==> src/rtl/window_integrator.sv <==
// Integrates a signed per-cycle sample stream over a programmable window of nsamp cycles,
// starting lat cycles after a start trigger, and emits one full-precision sum with a strobe.
module window_integrator #(
  parameter int unsigned dw  = 18,
  parameter int unsigned cw  = 16,
  parameter int unsigned lat = 3,
  localparam int unsigned aw = dw + cw
) (
  input  logic          clk,
  input  logic          rst_n,
  input  logic [dw-1:0] xin,
  input  logic          start,
  input  logic [cw-1:0] nsamp,
  input  logic          clr_missed,
  output logic [aw-1:0] sum,
  output logic          sum_valid,
  output logic          busy,
  output logic          missed
);

  typedef enum logic [1:0] {StIdle, StWait, StAccum} state_e;

  state_e        state_q, state_d;
  logic [cw-1:0] scnt_q, scnt_d;
  logic          first_q, first_d;
  logic [aw-1:0] acc_q, acc_d;
  logic [aw-1:0] sum_q, sum_d;
  logic          sum_valid_q, sum_valid_d;
  logic          missed_q, missed_d;
  logic [aw-1:0] xin_ext;
  logic          wait_done;
  logic          accept;

  assign xin_ext = {{cw{xin[dw-1]}}, xin};
  assign accept  = (state_q == StIdle) && start && (nsamp != '0);

  generate
    if (lat > 0) begin : g_wait
      localparam int unsigned dcw       = $clog2(lat + 1);
      localparam int unsigned wait_init = (lat >= 2) ? lat - 2 : 0;
      logic [dcw-1:0] dcnt_q, dcnt_d;

      // Loaded so that WAIT lasts lat-1 cycles; lat==1 bypasses WAIT entirely.
      always_comb begin
        dcnt_d = dcnt_q;
        if (accept) begin
          dcnt_d = dcw'(wait_init);
        end else if (state_q == StWait && dcnt_q != '0) begin
          dcnt_d = dcnt_q - 1'b1;
        end
      end

      always_ff @(posedge clk) begin
        if (!rst_n) begin
          dcnt_q <= '0;
        end else begin
          dcnt_q <= dcnt_d;
        end
      end

      assign wait_done = (dcnt_q == '0);
    end else begin : g_nowait
      assign wait_done = 1'b1;
    end
  endgenerate

  always_comb begin
    state_d     = state_q;
    scnt_d      = scnt_q;
    first_d     = first_q;
    acc_d       = acc_q;
    sum_d       = sum_q;
    sum_valid_d = 1'b0;

    missed_d = missed_q;
    if (start && state_q != StIdle) begin
      missed_d = 1'b1;
    end else if (clr_missed) begin
      missed_d = 1'b0;
    end

    unique case (state_q)
      StIdle: begin
        if (accept) begin
          if (lat == 0) begin
            // The sample coincident with start is the first one of the window.
            acc_d   = xin_ext;
            first_d = 1'b0;
            scnt_d  = nsamp - cw'(1);
            if (nsamp == cw'(1)) begin
              sum_d       = xin_ext;
              sum_valid_d = 1'b1;
            end else begin
              state_d = StAccum;
            end
          end else begin
            scnt_d  = nsamp;
            first_d = 1'b1;
            state_d = (lat == 1) ? StAccum : StWait;
          end
        end
      end
      StWait: begin
        if (wait_done) begin
          state_d = StAccum;
        end
      end
      StAccum: begin
        acc_d   = first_q ? xin_ext : acc_q + xin_ext;
        first_d = 1'b0;
        scnt_d  = scnt_q - cw'(1);
        if (scnt_q == cw'(1)) begin
          state_d     = StIdle;
          sum_d       = acc_d;
          sum_valid_d = 1'b1;
        end
      end
      default: state_d = StIdle;
    endcase
  end

  always_ff @(posedge clk) begin
    if (!rst_n) begin
      state_q     <= StIdle;
      scnt_q      <= '0;
      first_q     <= 1'b0;
      acc_q       <= '0;
      sum_q       <= '0;
      sum_valid_q <= 1'b0;
      missed_q    <= 1'b0;
    end else begin
      state_q     <= state_d;
      scnt_q      <= scnt_d;
      first_q     <= first_d;
      acc_q       <= acc_d;
      sum_q       <= sum_d;
      sum_valid_q <= sum_valid_d;
      missed_q    <= missed_d;
    end
  end

  assign sum       = sum_q;
  assign sum_valid = sum_valid_q;
  assign busy      = (state_q != StIdle);
  assign missed    = missed_q;

endmodule

==> config.mk <==
export PLATFORM = sky130hd
export DESIGN_NAME = window_integrator
export DESIGN_NICKNAME = d
export VERILOG_FILES = /design/src/rtl/window_integrator.sv
export SDC_FILE = /design/constraint.sdc
export NUM_CORES = 1
export LEC_CHECK = 0
export ABC_AREA = 1
export CORE_ASPECT_RATIO = 1.25
export CORE_MARGIN = 4
export CORE_UTILIZATION = 45
export CTS_CLUSTER_DIAMETER = 150
export DETAILED_ROUTE_END_ITERATION = 10
export PLACE_DENSITY = 0.69
export SLEW_MARGIN = 20
export SYNTH_ARGS = -nofsm -noshare
export SYNTH_HDL_FRONTEND = slang
export SYNTH_SLANG_ARGS = --single-unit
==> constraint.sdc <==
create_clock -name clk -period 2.3 [get_ports clk]
set_clock_uncertainty 0.2 [all_clocks]
set_input_delay 0.345 -clock clk [delete_from_list [all_inputs] [get_ports clk]]
set_output_delay 0.345 -clock clk [all_outputs]
set_load 0.02 [all_outputs]
==> results.md <==
- Status: completed
- Multi-input logic area: 4770 um2
- Max-slew headroom: 73.0%
- Syn_area_per_cell: 6.13 um2
- Seq/Total Area, Yosys: 27.1%
- Max Fclk: 460 MHz
- Buf/Inv on CP: 1
- Final Critical Period: 2.17 ns
- Worst Hold Class: input port to flop
- Nets: 1322
- Startpoint types: flop
- Leak: 4.74 nW
- Routed len/inst: 14.6 um
- Final period util: 94.4%
- Root Driver: clkbuf_16
- Fin area: 9400 um2
- Clock Sinks: 91
- Crit path cell chain: ha_2, fa_2, nand3_2, nand2_4, nand2_2, nand2_4, nand2_2, nand2_2, or2_1, nand3_1, nand2_1, o21ai_1, inv_1
- GR Overflow Total: 0
- Drt drc: 0
- Final Instance Count excl. Fillers: 1430
- First DRT Iteration DRCs: 540
- Critical-path top delay cell: fa_2
- Final Util: 64.7%
- H-Tree Level Count: 3
- Fill count: 1294
- Synthesized netlist cell count: 1098
- Setup Crit Path Kind: flop to flop
- Crit end category: flop
- Final wirelength: 20800 um
- DP Area: 8290 um2
- Die width: 117 um
- Routability cong.: 1.01
- Ys Warns: 0
- Via count: 7404
- Top cells by count, synth: nand2_1, inv_1, nor2_1
- Largest stage delay on the critical path: 0.35 ns
- Worst EP required: 2.36 ns
- Via/cell ratio: 5.18
- Number of instances in the placed design: 1409
- Core area: 14500 um2
- Synth top area share: 27.1%
- Slew Viols, Final: 0
- Chip height: 145 um
- CP startpoint: acc_q[0]
- Drt pass-1 iters: 6
- Mapped Area: 6730 um2
- Worst-Skew Late Latency: 0.36 ns
- Count of max-cap constraint violations: 0
- Number of synthesized register bits: 91
- Max IR drop VDD: 0.320 mV
- Post-DRT Antenna Nets: 0
- Synth top area cells: dfxtp_1, nand2_1, inv_1, nor2_1, nand3_1
- Post-synthesis net count: 1173
- Cell family with most CP delay: simple AND/OR/NAND/NOR gates
- CTS Buf Count: 9
- Die Area: 17000 um2
- # IOs: 75
- Share of cells above drive strength 1: 23.2%
- Clock slew at reported path FFs: 0.07 ns
- Clock buffer depth: 2
- Critical path data arrival time: 2.23 ns
- Antenna diodes: 0
- Hold_buf cts: 0
- Final Hold Viols: 0
- Count leader, synth: nand2_1
- Setup TNS: 0 ns
- Dpl hpwl: 15300 um
- Most used cell, CP: nand2_2
- Reg area: 1820 um2
- Ys async rst share: 0%
- R2r startpoint: acc_q[0]
- HP Start: xin[10]
- Rows: 49
- CTS tree: yes
- First-pass GRT wire length: 33300 um
- EDFF count, synth: 0
- Vias in the first global route: 6942
- Area leader, netlist: dfxtp_1
- Most common flop cell mapped by yosys: dfxtp_1
- Syn-to-layout area delta: 39.6%
- Crit path max fanout: 4
- P per Cell Area: 550 nW/um2
- Synth cell types: 43
- Worst slew pin tran: 0.401 ns
- Port bufs: 74
- Initial antenna violation count: 0
- Final setup viols: 0
- Largest net degree at the start of global routing: 48
- GR Util All Layers: 24.0%
- Initial Util: 46.3%
==> final timing paths <==
kind | endpoint | slack (ns) | cells past startpoint
setup / recovery | acc_q[12] | 0.13 | 13
hold / removal | sum[10] | 0.23 | 5
setup reg to reg | acc_q[12] | 0.13 | 13
hold reg to reg | missed | 0.27 | 2
==> metrics by stage <==
stage | setup WS, ns | hold WS [ns] | power (mW)
global placement | -0.591 | 0.251 | 3.41
detailed placement | -0.612 | 0.262 | 3.42
finish | 0.128 | 0.229 | 5.16
floorplan | 0.113 | 0.239 | 2.79
global route | -0.00979 | 0.250 | 5.48
CTS | 0.000925 | 0.268 | 5.02
==> power by group <==
group / internal (mW) / switching (mW)
combinational: 0.813 / 1.10
sequential: 1.67 / 0.0919
clock: 0.761 / 0.729
total: 3.25 / 1.92
==> flip-flops by register name, indices dropped and copies added (netlist names) <==
name,flops
scnt_q,16
missed,1
sum_valid,1
state_q,2
first_q,1
sum,34
acc_q,34
g_wait.dcnt_q,2
==> worst reg2reg max path, stage by stage, from the launching register on <==
cell and delay, ns:
dfxtp_1 0.31, ha_2 0.19, fa_2 0.35, nand3_2 0.10, nand2_4 0.07, nand2_2 0.09, nand2_4 0.07, nand2_2 0.07
nand2_2 0.07, or2_1 0.21, nand3_1 0.07, nand2_1 0.08, o21ai_1 0.14, inv_1 0.04
==> metal layers <==
metal  part of all wire [%]  routed length (um)  track usage [%]  vias to the layer above
met2                     51               10700             44.5                      159
met1                     42                8770             27.6                     3407
met3                    3.6                 757             3.62                       40
met5                      0                   0                0                        -
met4                    3.0                 628             10.9                        0
li1                       -                   -                -                     3798
==> final cells by class <==
cell class | instances | area share [%]
Inverter | 181 | 7.23
Tap cell | 178 | 2.37
Multi-Input combinational cell | 790 | 50.8
Clock inverter | 7 | 0.746
Sequential cell | 91 | 19.4
Clock buffer | 9 | 2.40
Timing Repair Buffer | 174 | 17.1
==> kinds of logic after synthesis <==
group | Yosys count | share of synthesized area (%)
AO/OA/AOI/OAI | 164 | 14.2
XOR/XNOR | 9 | 1.17
adder cells (fa/ha/maj) | 37 | 6.99
buffers and inverters | 217 | 12.8
flip-flops | 91 | 27.1
multiplexers | 2 | 0.297
AND/OR/NAND/NOR | 578 | 37.5
==> cell usage in the layout, fill, tap and decap left out, types with 9 or more instances in the layout <==
| cell | Yosys | layout |
|---|---|---|
| inv_1 | 178 | 175 |
| a21oi_1 | 51 | 33 |
| clkdlybuf4s50_1 | 0 | 56 |
| nor2_2 | 7 | 28 |
| o21ai_0 | 52 | 42 |
| nand2_1 | 277 | 245 |
| o21ai_1 | 7 | 14 |
| o21a_1 | 23 | 23 |
| nand4_1 | 11 | 11 |
| ha_4 | 0 | 25 |
| nor2_1 | 131 | 102 |
| nor2_4 | 3 | 11 |
| nand3_2 | 8 | 15 |
| nand3_1 | 92 | 84 |
| dlymetal6s2s_1 | 0 | 15 |
| a21oi_2 | 4 | 20 |
| o21bai_1 | 10 | 10 |
| nand2_2 | 13 | 42 |
| dfxtp_1 | 91 | 91 |
| clkbuf_16 | 0 | 9 |
| buf_4 | 3 | 94 |
==> timing repair <==
item,in CTS,in global routing
gates resized for setup,41,134
buffers inserted,4,0
pin swaps,7,24
endpoints found under the setup margin,46,52
endpoints found under the hold margin,0,0
gates cloned,1,0
Note: power is estimated with default switching activity, not from simulation.
